===== config.mk =====
export PLATFORM = sky130hd
export DESIGN_NAME = ram_arbiter
export DESIGN_NICKNAME = d
export VERILOG_FILES = /design/src/rtl/ram_ctrl_pkg.sv /design/src/rtl/rr_arb2.sv /design/src/rtl/ram_arbiter.sv
export SDC_FILE = /design/constraint.sdc
export NUM_CORES = 1
export LEC_CHECK = 0
export ABC_AREA = 0
export BUFFER_PORTS_ARGS = -buffer_cell sky130_fd_sc_hd__buf_2
export CAP_MARGIN = 25
export CELL_PAD_IN_SITES_DETAIL_PLACEMENT = 2
export CELL_PAD_IN_SITES_GLOBAL_PLACEMENT = 2
export CORE_AREA = 2 2 96 98
export CTS_BUF_LIST = sky130_fd_sc_hd__clkbuf_4
export CTS_CLUSTER_SIZE = 20
export DETAILED_ROUTE_END_ITERATION = 12
export DIE_AREA = 0 0 98 100
export PLACE_DENSITY = 0.9
export SYNTH_ARGS = -nofsm -noshare
export SYNTH_HDL_FRONTEND = slang
export SYNTH_HIERARCHICAL = 1
export SYNTH_SLANG_ARGS = --single-unit

===== constraint.sdc =====
create_clock -name clk -period 2.82 [get_ports clk]
set_input_delay 0.282 -clock clk [delete_from_list [all_inputs] [get_ports clk]]
set_output_delay 0.282 -clock clk [all_outputs]
set_load 0.02 [all_outputs]

===== src/rtl/ram_ctrl_pkg.sv =====
// Shared types and constants for the RAM arbiter and its round-robin helper.
package ram_ctrl_pkg;

  localparam int ADDR_W_DEF = 10;
  localparam int DATA_W_DEF = 8;

  localparam logic PORT_A = 1'b0;
  localparam logic PORT_B = 1'b1;

  typedef enum logic [1:0] {
    ST_INIT   = 2'd0,
    ST_IDLE   = 2'd1,
    ST_ACCESS = 2'd2,
    ST_RESP   = 2'd3
  } state_e;

endpackage


===== src/rtl/rr_arb2.sv =====
// Two-way round-robin arbiter: on a tie the port that did not win last time wins.
module rr_arb2
  import ram_ctrl_pkg::*;
(
  input  logic [1:0] req,
  input  logic       last,
  input  logic       en,
  output logic [1:0] gnt,
  output logic       gnt_id
);

  // pick a winner; gnt stays zero when disabled or nobody asks
  always_comb begin
    gnt    = 2'b00;
    gnt_id = PORT_A;
    if (req[0] && req[1]) gnt_id = ~last;
    else if (req[1])      gnt_id = PORT_B;
    else                  gnt_id = PORT_A;
    if (en && (req != 2'b00)) gnt = (gnt_id == PORT_B) ? 2'b10 : 2'b01;
  end

endmodule


===== src/rtl/ram_arbiter.sv =====
// Two-port round-robin front end for a single-port RAM, with optional
// clear-on-reset. One RAM access at a time; req/ack handshake per port.
module ram_arbiter
  import ram_ctrl_pkg::*;
#(
  parameter int ADDR_W         = ADDR_W_DEF,
  parameter int DATA_W         = DATA_W_DEF,
  parameter bit CLEAR_ON_RESET = 1'b1
) (
  input  logic              clk,
  input  logic              rst,
  input  logic              a_req,
  input  logic              a_we,
  input  logic [ADDR_W-1:0] a_addr,
  input  logic [DATA_W-1:0] a_wdata,
  output logic              a_ack,
  output logic [DATA_W-1:0] a_rdata,
  input  logic              b_req,
  input  logic              b_we,
  input  logic [ADDR_W-1:0] b_addr,
  input  logic [DATA_W-1:0] b_wdata,
  output logic              b_ack,
  output logic [DATA_W-1:0] b_rdata,
  output logic              init_done,
  output logic [ADDR_W-1:0] ram_addr,
  output logic [DATA_W-1:0] ram_din,
  output logic              ram_write,
  output logic              ram_select,
  input  logic [DATA_W-1:0] ram_dout
);

  state_e              state_q, state_d;
  logic                last_q, last_d;
  logic                win_q, win_d;
  logic [ADDR_W-1:0]   cnt_q, cnt_d;
  logic                a_ack_q, a_ack_d, b_ack_q, b_ack_d;
  logic [DATA_W-1:0]   a_rdata_q, a_rdata_d, b_rdata_q, b_rdata_d;
  logic [ADDR_W-1:0]   ram_addr_q, ram_addr_d;
  logic [DATA_W-1:0]   ram_din_q, ram_din_d;
  logic                ram_write_q, ram_write_d;
  logic                ram_select_q, ram_select_d;
  logic                init_done_q, init_done_d;

  logic [1:0]          gnt;
  logic                gnt_id;

  // arbitration only counts in IDLE once the clear has finished
  rr_arb2 u_arb (
    .req    ({b_req, a_req}),
    .last   (last_q),
    .en     (init_done_q && (state_q == ST_IDLE)),
    .gnt    (gnt),
    .gnt_id (gnt_id)
  );

  // next-state and registered-output logic
  always_comb begin
    state_d      = state_q;
    last_d       = last_q;
    win_d        = win_q;
    cnt_d        = cnt_q;
    a_ack_d      = 1'b0;
    b_ack_d      = 1'b0;
    a_rdata_d    = a_rdata_q;
    b_rdata_d    = b_rdata_q;
    ram_addr_d   = ram_addr_q;
    ram_din_d    = ram_din_q;
    ram_write_d  = 1'b0;
    ram_select_d = 1'b0;
    init_done_d  = init_done_q;
    case (state_q)
      ST_INIT: begin
        // the cycle writing the top address is in flight: finish the clear
        if (ram_select_q && (ram_addr_q == {ADDR_W{1'b1}})) begin
          init_done_d = 1'b1;
          state_d     = ST_IDLE;
        end else begin
          ram_addr_d   = cnt_q;
          ram_din_d    = '0;
          ram_write_d  = 1'b1;
          ram_select_d = 1'b1;
          cnt_d        = cnt_q + 1'b1;
        end
      end
      ST_IDLE: begin
        init_done_d = 1'b1;
        if (gnt != 2'b00) begin
          ram_addr_d   = (gnt_id == PORT_B) ? b_addr  : a_addr;
          ram_din_d    = (gnt_id == PORT_B) ? b_wdata : a_wdata;
          ram_write_d  = (gnt_id == PORT_B) ? b_we    : a_we;
          ram_select_d = 1'b1;
          win_d        = gnt_id;
          last_d       = gnt_id;
          state_d      = ST_ACCESS;
        end
      end
      ST_ACCESS: begin
        // RAM read data is combinational, capture it as the access closes
        if (win_q == PORT_B) begin
          b_ack_d = 1'b1;
          if (!ram_write_q) b_rdata_d = ram_dout;
        end else begin
          a_ack_d = 1'b1;
          if (!ram_write_q) a_rdata_d = ram_dout;
        end
        state_d = ST_RESP;
      end
      ST_RESP: state_d = ST_IDLE;
      default: state_d = ST_IDLE;
    endcase
  end

  // state registers with synchronous reset
  always_ff @(posedge clk) begin
    if (rst) begin
      state_q      <= CLEAR_ON_RESET ? ST_INIT : ST_IDLE;
      last_q       <= PORT_B;
      win_q        <= PORT_A;
      cnt_q        <= '0;
      a_ack_q      <= 1'b0;
      b_ack_q      <= 1'b0;
      a_rdata_q    <= '0;
      b_rdata_q    <= '0;
      ram_addr_q   <= '0;
      ram_din_q    <= '0;
      ram_write_q  <= 1'b0;
      ram_select_q <= 1'b0;
      init_done_q  <= 1'b0;
    end else begin
      state_q      <= state_d;
      last_q       <= last_d;
      win_q        <= win_d;
      cnt_q        <= cnt_d;
      a_ack_q      <= a_ack_d;
      b_ack_q      <= b_ack_d;
      a_rdata_q    <= a_rdata_d;
      b_rdata_q    <= b_rdata_d;
      ram_addr_q   <= ram_addr_d;
      ram_din_q    <= ram_din_d;
      ram_write_q  <= ram_write_d;
      ram_select_q <= ram_select_d;
      init_done_q  <= init_done_d;
    end
  end

  assign a_ack      = a_ack_q;
  assign b_ack      = b_ack_q;
  assign a_rdata    = a_rdata_q;
  assign b_rdata    = b_rdata_q;
  assign init_done  = init_done_q;
  assign ram_addr   = ram_addr_q;
  assign ram_din    = ram_din_q;
  assign ram_write  = ram_write_q;
  assign ram_select = ram_select_q;

endmodule


==> flow_summary.toml, run 1 <==
[worst_setup_path]
crit_path_top_delay_cell = "or3b_1"
worst-path-buf-inv = 1
start_kind = "flop"
crit_path_max_incr_delay_ps = 600
timing.rr.start = "state_q[1]$_SDFFE_PP0P_"
crit_path_end_kind = "flop"
path_common_cell = "and2_1"
r2r_setup_slack_ps = 310
path_class = "reg2reg"
cp.arrival_ps = 2820
crit_start = "state_q[1]$_SDFFE_PP0P_"
path_max_fanout = 28
path_cells = "inv_1, ha_1, and2_1, and2_1, or3b_1, o21ai_2, o21ai_0, a21oi_1"
cp.required_ps = 3120
r2r_cells = 8
r2r_end = "ram_din[5]$_SDFFE_PP0P_"
cp_top_family = "simple AND/OR/NAND/NOR gates"

[clock_network]
numCtsBuffers = 5
cts.sinks = 53
clk_latency_ps = 370
cts-root-buf = "clkbuf_4"
cts.repair.resized = 0
cts_setup_buffers = 0
clk_pin_slew_ps = 160
cts_hold_buf = 0
htree_levels = 2
cts_buffer_depth = 2
cts_tree = "done"

[placed_design]
globalplace.congestion = 0.790
dpl.hpwl_um = 6010
portBuffers = 88
place_area_mm2 = 0.00306

[route]
initialDrtViolationCount = 43
drt-vias-per-instance = 5.07
wire_per_inst_um = 16.8
drc = 0
dr.pass1.iters = 3
vias = 2393
wl_um = 7920
antenna_left = 0

[logic_synthesis]
ys_seq_area_frac = 0.418
netlist_top_cells_area = "dfxtp_1 42%, mux2i_1 11%, a21oi_1 8.3%"
syn_area_per_cell_um2 = 9.07
synth_cells = 280
synth.distinct_cells = 43
ys_warn_count = 6
synth_top_flop_cell = "dfxtp_1"
synth_area_leader_cell = "dfxtp_1"
synth-edff-count = 0
synth-seq-cells = 53
synth_nets = 335
yosysTopAreaCellShare = 0.418
synthArstFlopShare = 0
synthesis.area_mm2 = 0.00254

[floorplan]
die_h_um = 100
row_count = 35
dieArea_mm2 = 0.00980
fp.dieW_um = 98
initial_core_util = 0.286
io_pins = 89
core_mm2 = 0.00889

[power_and_ir_drop]
power.switching_uw = 898
seq_power_share = 0.419
ir_drop_mv = 0.230
p_leak_uw = 0.00134
netSwitchingFraction = 0.397
clock_power_share = 0.197
p_int_uw = 1360
power_per_cell_area_mw_per_mm2 = 719
pwr-share-comb = 0.384

[global_route]
grt_pass1_vias = 2558
overflow = 0
grt_max_degree = 34
grt_pass1_wl_um = 12900
track_usage = 0.161
antenna_found_initial = 0

[timing]
hold_violations = 0
drv_slew = 0
setup_viol = 0
fin_crit_ps = 2510
worst_slew_pin_slew_ps = 880
max_freq_mhz = 398
period_share = 0.890
finClkSkew_ps = 10.4
fin_setup_tns_ps = 0
relSlewSlack = 0.413
rsz0062_at_grt = "false"

[finish]
layout_commonest_cell = "buf_2"
fin_area_mm2 = 0.00314
diodes = 0
nNetsFinal = 415
area_delta_synth_final_pct = 23.7
drive_gt1_frac = 0.341
fillers = 1046
utilization = 0.354
mostFrequentLayoutCells = "88 x buf_2, 53 x dfxtp_1, 42 x a21oi_1, 29 x nor2_1, 28 x mux2i_1"

[hold_path]
min_path_type = "in2reg"
worstHoldPathCells = 3
holdCritStartpoint = "ram_dout[2]"
min_delay_worst_endpoint = "b_rdata[2]$_SDFFE_PP0P_"

[run]
max-cap-violations = 0

[run_status]
status = "finished, final reports clean"
sequential cells by signal, summed over array words and instances (netlist names), 2 cells and up:
register  count
ram_addr     10
b_rdata       8
cnt_q        10
state_q       2
ram_din       8
a_rdata       8
synthesized netlist by cell type, types with 3 or more instances:
cell      count
or4_1         3
nand2_1       6
nand3b_1      9
dfxtp_1      53
o21ai_0      23
buf_2         5
or3_1         4
nand4_1       9
nand3_1       5
ha_1          5
inv_1         5
o31ai_1       3
mux2_2        9
clkbuf_1     12
a21oi_1      42
mux2i_1      28
nor2_1       29
routing by layer:
layer  up-vias  GRT usage  share of wire
met1      1160      0.184           0.41
met3         2     0.0362          0.045
met5         -          0              0
li1       1169          -              -
met4         0     0.0256         0.0044
met2        62      0.311           0.54
worst max-delay path by stage:
stage                               endpoint  slack [ps]  cells past startpoint
floorplan           ram_addr[8]$_SDFFE_PP0P_         560                     11
global placement    ram_addr[9]$_SDFFE_PP0P_         540                      8
detailed placement  ram_addr[5]$_SDFFE_PP0P_         330                      8
CTS                 ram_addr[5]$_SDFFE_PP0P_         290                      8
global route        ram_addr[1]$_SDFFE_PP0P_          30                      7
finish               ram_din[5]$_SDFFE_PP0P_         310                      8
power by group through the flow:
stage	combinational, uW	sequential [uW]	clock [uW]
2_1_floorplan	546	1020	0
3_3_place_gp	828	953	0
3_5_place_dp	872	962	0
4_1_cts	877	947	463
5_1_grt	969	959	504
6_report	867	945	446
area by class of cell:
cell class              count  area, um2  share of cell area
multi-input cells         200       1350               0.430
flip-flops and latches     53       1060               0.338
clock buffers               5       37.5              0.0119
well taps                 111        139              0.0442
inverters                   6       22.5             0.00717
clock inverters             3       46.3              0.0147
repair buffers             94        485               0.154
tightest hold or removal path, cell delays in order:
cell     delay, ps
buf_2           90
mux2i_1         60
nor2_1          70
metrics by stage:
step	worst slack [ps]	hold WS (ps)	cells	power [uW]
CTS	293	133	472	2290
floorplan	556	426	280	1560
global route	34.1	113	472	2430
detailed placement	334	469	464	1830
global placement	544	461	464	1780
finish	310	152	472	2260
cells by family after synthesis:
group | Yosys count | share of synthesized area
compound gates | 76 | 0.167
xor+xnor | 1 | 0.00345
fa+ha+maj | 5 | 0.0246
buf+inv | 27 | 0.0502
flops | 53 | 0.418
mux | 37 | 0.150
simple gates | 81 | 0.187
No activity file was read; power rests on OpenSTA's default activity.
==> inputs of run 2 (changes only) <==
--- a/config.mk
+++ b/config.mk
@@ -6,7 +6,7 @@
 export NUM_CORES = 1
 export LEC_CHECK = 0
 export ABC_AREA = 0
-export BUFFER_PORTS_ARGS = -buffer_cell sky130_fd_sc_hd__buf_2
+export BUFFER_PORTS_ARGS = -buffer_cell sky130_fd_sc_hd__buf_4
 export CAP_MARGIN = 25
 export CELL_PAD_IN_SITES_DETAIL_PLACEMENT = 2
 export CELL_PAD_IN_SITES_GLOBAL_PLACEMENT = 2
@@ -18,5 +18,4 @@
 export PLACE_DENSITY = 0.9
 export SYNTH_ARGS = -nofsm -noshare
 export SYNTH_HDL_FRONTEND = slang
-export SYNTH_HIERARCHICAL = 1
 export SYNTH_SLANG_ARGS = --single-unit
==> flow_summary.toml, run 2 <==
[timing]
fin_crit_ps = 2290
hold_violations = 0
max_freq_mhz = 436
post-route-worst-setup-slack_ps = 528
period_share = 0.813
worst_slew_pin_slew_ps = 826
fin_setup_tns_ps = 0
drv_slew = 0
setup_viol = 0
finClkSkew_ps = 11.1
rsz0062_at_grt = "false"
relSlewSlack = 0.450

[finish]
layout_commonest_cell = "buf_4"
multi_input_area_mm2 = 0.00139
drive_gt1_frac = 0.353
regArea_mm2 = 0.00106
diodes = 0
nNetsFinal = 407
mostFrequentLayoutCells = "94 x buf_4, 53 x dfxtp_1, 31 x nor2_1, 30 x a21oi_1, 28 x mux2i_1"
area_delta_synth_final_pct = 32.0
fillers = 970

[logic_synthesis]
yosysTopAreaCellShare = 0.413
synth_top_flop_cell = "dfxtp_1"
synth_commonest_cells = "53 x dfxtp_1, 31 x nor2_1, 30 x a21oi_1, 28 x mux2i_1, 13 x nand4_1"
ys_seq_area_frac = 0.413
synth_xor_area_frac = 0.00341
synth-adder-area-share = 0.0195
yosysMostFrequentCell = "dfxtp_1"
yosys.area_share.simple = 0.159
ys_warn_count = 0
synth.distinct_cells = 42
synth_cells = 272
synth_nets = 326
synth-seq-cells = 53
netlist_top_cells_area = "dfxtp_1 41%, mux2i_1 11%, a21oi_1 5.8%"
synth-edff-count = 0
synth_area_leader_cell = "dfxtp_1"
synthesis.area_mm2 = 0.00257
synth_compound_area_frac = 0.213
synth_mux_area_frac = 0.144
synth_top_family_by_area = "compound AO/OA/AOI/OAI gates"
syn_area_per_cell_um2 = 9.44
synthArstFlopShare = 0

[worst_setup_path]
cp.required_ps = 3110
cp.arrival_ps = 2580
crit_path_end_kind = "flop"
start_kind = "flop"
r2r_setup_slack_ps = 530
timing.rr.start = "state_q[1]$_SDFFE_PP0P_"
path_class = "reg2reg"
r2r_end = "ram_addr[5]$_SDFFE_PP0P_"
path_max_fanout = 19
r2r_cells = 5

[floorplan]
row_count = 35
io_pins = 89
fp.dieW_um = 98
core_mm2 = 0.00889
die_h_um = 100
initial_core_util = 0.289
dieArea_mm2 = 0.00980

[route]
wl_um = 8550
vias = 2472
wire_per_inst_um = 18.4
drt-vias-per-instance = 5.32
dr.pass1.iters = 4
antenna_left = 0
drc = 0
initialDrtViolationCount = 40

[global_route]
antenna_found_initial = 0
grt_pass1_wl_um = 13900
overflow = 0
grt_max_degree = 41
track_usage = 0.175
grt_pass1_vias = 2721

[clock_network]
cts.repair.resized = 0
clk_pin_slew_ps = 160
clk_latency_ps = 380
cts_tree = "done"
numCtsBuffers = 5
cts_buffer_depth = 2
cts_setup_buffers = 0
cts.sinks = 53
cts-root-buf = "clkbuf_4"
htree_levels = 2
cts_hold_buf = 0

[run_status]
status = "finished, final reports clean"

[power_and_ir_drop]
power_per_cell_area_mw_per_mm2 = 515
p_leak_uw = 0.00159
ir_drop_mv = 0.215

[placed_design]
preCtsSetupSlack_ps = 585
globalplace.congestion = 0.785
dpl.hpwl_um = 6470
portBuffers = 88

[hold_path]
holdCritStartpoint = "ram_dout[4]"
min_path_type = "in2reg"
min_delay_worst_endpoint = "b_rdata[4]$_SDFFE_PP0P_"
worstHoldPathCells = 3

[run]
max-cap-violations = 0
## run 2: through the flow
stage	instance area (um2)	std cells	hold slack, ps	util	total power, uW
2_1_floorplan	2570	272	426	-	1180
4_1_cts	3390	465	120	0.381	1770
6_report	3390	465	131	0.381	1740
5_1_grt	3390	465	128	0.381	1850
3_5_place_dp	3330	457	482	0.375	1400
3_3_place_gp	3330	457	461	0.375	1370
## run 2: critical path: stages, from the launching register on
cell and delay (ps):
dfxtp_1 350, inv_1 120, ha_1 340, inv_2 100, or4_1 880, a41o_2 400
## run 2: worst max path at each step
stage,endpoint,start,cells after the start
finish,ram_addr[5]$_SDFFE_PP0P_,state_q[1]$_SDFFE_PP0P_,5
global route,ram_addr[5]$_SDFFE_PP0P_,state_q[1]$_SDFFE_PP0P_,5
CTS,ram_addr[5]$_SDFFE_PP0P_,state_q[1]$_SDFFE_PP0P_,5
detailed placement,ram_addr[6]$_SDFFE_PP0P_,state_q[0]$_SDFFE_PP0P_,5
floorplan,ram_addr[9]$_SDFFE_PP0P_,state_q[0]$_SDFFE_PP0P_,8
global placement,ram_addr[4]$_SDFFE_PP0P_,state_q[0]$_SDFFE_PP0P_,5
## run 2: power breakdown
part | switching, uW | internal, uW
Clock | 254 | 110
Combinational | 305 | 211
Sequential | 60.0 | 805
## run 2: per-layer routing
layer  GRT usage  share of wire  vias up
met4      0.0534          0.018        0
met1       0.198           0.40     1198
met2       0.321           0.51       79
li1            -              -     1183
met3      0.0460          0.069       12
met5           0              0        -
## run 2: area by class of cell
class / count / area share
Timing Repair Buffer: 95 / 0.214
Clock buffer: 6 / 0.0133
Inverter: 4 / 0.00443
Clock inverter: 2 / 0.00406
Tap cell: 111 / 0.0410
Multi-Input combinational cell: 194 / 0.410
Sequential cell: 53 / 0.313
## run 2: kinds of logic after synthesis
family / after synthesis
AOI/OAI and AO/OA: 77
muxes: 36
and+or+nand+nor: 76
adders and majority gates: 4
DFF: 53
buffers and inverters: 25
xor gates and xnor gates: 1
==> inputs of run 3 (changes only) <==
--- a/config.mk
+++ b/config.mk
@@ -5,17 +5,17 @@
 export SDC_FILE = /design/constraint.sdc
 export NUM_CORES = 1
 export LEC_CHECK = 0
-export ABC_AREA = 0
+export ABC_AREA = 1
 export BUFFER_PORTS_ARGS = -buffer_cell sky130_fd_sc_hd__buf_4
 export CAP_MARGIN = 25
 export CELL_PAD_IN_SITES_DETAIL_PLACEMENT = 2
 export CELL_PAD_IN_SITES_GLOBAL_PLACEMENT = 2
-export CORE_AREA = 2 2 96 98
+export CORE_AREA = 2 2 102 104
 export CTS_BUF_LIST = sky130_fd_sc_hd__clkbuf_4
 export CTS_CLUSTER_SIZE = 20
 export DETAILED_ROUTE_END_ITERATION = 12
-export DIE_AREA = 0 0 98 100
-export PLACE_DENSITY = 0.9
+export DIE_AREA = 0 0 104 106
+export PLACE_DENSITY = 0.92
 export SYNTH_ARGS = -nofsm -noshare
 export SYNTH_HDL_FRONTEND = slang
 export SYNTH_SLANG_ARGS = --single-unit
==> constraint.sdc (replaced) <==
create_clock -name clk -period 2.4 [get_ports clk]
set_input_delay 0.24 -clock clk [delete_from_list [all_inputs] [get_ports clk]]
set_output_delay 0.24 -clock clk [all_outputs]
set_load 0.02 [all_outputs]
==> flow_summary.toml, run 3 <==
[timing]
relSlewSlack = 0.527
max_freq_mhz = 475
period_share = 0.878
hold_violations = 0
rsz0062_at_grt = "false"
worst_slew_pin_slew_ps = 709
setup_viol = 0
fin_crit_ps = 2110
finClkSkew_ps = 17.5
hold-worst-slack_ps = 72.7
fin_setup_tns_ps = 0
drv_slew = 0

[worst_setup_path]
crit_path_end_kind = "flop"
path_max_fanout = 16
cp.required_ps = 2670
path_class = "reg2reg"
start_kind = "flop"
cp.arrival_ps = 2380

[finish]
diodes = 0
area_delta_synth_final_pct = 31.4
mostFrequentLayoutCells = "103 x nand2_1, 93 x buf_4, 69 x nor2_1, 53 x dfxtp_1, 46 x inv_1"
utilization = 0.347
nNetsFinal = 541
layout_commonest_cell = "nand2_1"
drive_gt1_frac = 0.223

[route]
antenna_left = 0
dr.pass1.iters = 4
dr_wl_met2_um = 5080
wl_met3_um = 357
top_layer = "met4"
vias = 2914
drc = 0
wl_met1_um = 4090
wl_um = 9560
wire_per_inst_um = 15.3
initialDrtViolationCount = 157
drt-vias-per-instance = 4.67

[logic_synthesis]
netlist_top_cells_area = "dfxtp_1 40%, nand2_1 15%, nor2_1 9.8%"
yosysTopAreaCellShare = 0.401
synth-edff-count = 0
synth_area_leader_cell = "dfxtp_1"
synthArstFlopShare = 0
synthesis.area_mm2 = 0.00264
synth_cells = 405
ys_warn_count = 0
syn_area_per_cell_um2 = 6.53
synth_top_flop_cell = "dfxtp_1"
ys_seq_area_frac = 0.401
synth-seq-cells = 53
synth.distinct_cells = 24
synth_commonest_cells = "103 x nand2_1, 69 x nor2_1, 53 x dfxtp_1, 46 x inv_1"
yosysMostFrequentCell = "nand2_1"
synth_nets = 459

[power_and_ir_drop]
p_int_uw = 1730
power_per_cell_area_mw_per_mm2 = 889
clock_power_share = 0.149
power.switching_uw = 1360
pwr-share-comb = 0.463
seq_power_share = 0.387
netSwitchingFraction = 0.440
p_leak_uw = 0.00159
ir_drop_mv = 0.265

[global_route]
track_usage = 0.178
grt_pass1_vias = 3262
overflow = 0
grt_max_degree = 24
antenna_found_initial = 0
grt_pass1_wl_um = 16200

[floorplan]
fp.dieW_um = 104
io_pins = 89
row_count = 37
core_mm2 = 0.0100
initial_core_util = 0.264
dieArea_mm2 = 0.0110
die_h_um = 106

[clock_network]
cts_buffer_depth = 2
clk_pin_slew_ps = 190
numCtsBuffers = 5
cts.repair.resized = 0
cts_setup_buffers = 0
cts_hold_buf = 0
cts_tree = "done"
cts.sinks = 53
cts-root-buf = "clkbuf_4"
clk_latency_ps = 390
htree_levels = 2

[placed_design]
portBuffers = 88
globalplace.congestion = 0.751
dpl.hpwl_um = 7180

[run_status]
status = "finished, final reports clean"

[run]
max-cap-violations = 0

[hold_path]
min_path_type = "in2reg"
## run 3: metal layers
metal / vias to the layer above / global-route usage
met4: 0 / 0.0212
met2: 48 / 0.346
li1: 1433 / -
met5: - / 0
met3: 4 / 0.0319
met1: 1429 / 0.208
## run 3: area by class of cell
| cell class | instances | area [um2] |
|---|---|---|
| timing repair buffer | 93 | 698 |
| clock inverter | 3 | 28.8 |
| tap | 136 | 170 |
| inverter | 46 | 173 |
| sequential | 53 | 1060 |
| multi-input combinational | 288 | 1310 |
| fill | 1270 | 6530 |
| clock buffer | 5 | 37.5 |
## run 3: worst max-delay path: stages (launching register included)
cell	delay, ps
dfxtp_1	380
inv_1	90
ha_1	560
inv_1	380
nor2_1	300
inv_1	120
nand2_1	90
nand3_1	70
## run 3: cell families (layout without fill, tap and decap cells)
family	Yosys count	after routing	share of synthesized area
and+or+nand+nor	218	218	0.340
buffers and inverters	64	147	0.105
AOI/OAI and AO/OA	63	63	0.124
DFF	53	53	0.401
adders and majority gates	4	4	0.0189
xor gates and xnor gates	3	3	0.00994
## run 3: final timing paths
check                                             start  slack (ps)  depth (start not counted)                      end
worst min register to register  b_rdata[1]$_SDFFE_PP0P_         480                          2  b_rdata[1]$_SDFFE_PP0P_
worst max register to register  state_q[1]$_SDFFE_PP0P_         290                          7      last_q$_SDFFE_PP1P_
worst min-delay path                        ram_dout[7]          70                          3  a_rdata[7]$_SDFFE_PP0P_
worst max-delay path            state_q[1]$_SDFFE_PP0P_         290                          7      last_q$_SDFFE_PP1P_
## run 3: per-stage QoR
stage                     area, um2  worst slack, ps  total power, uW  cells
final                          3470              293             3090    624
after global routing           3470             57.7             3350    624
after CTS                      3470              316             3130    624
after detailed placement       3410              402             2650    616
after global placement         3410              611             2560    616
after floorplan                2640             1000             2160    405
## run 3: power groups by stage
stage          sequential, uW  clock [uW]  combinational (uW)
4_1_cts                  1200         483                1450
6_report                 1200         461                1430
3_3_place_gp             1210           0                1350
5_1_grt                  1220         515                1620
2_1_floorplan            1350           0                 805
3_5_place_dp             1220           0                1430
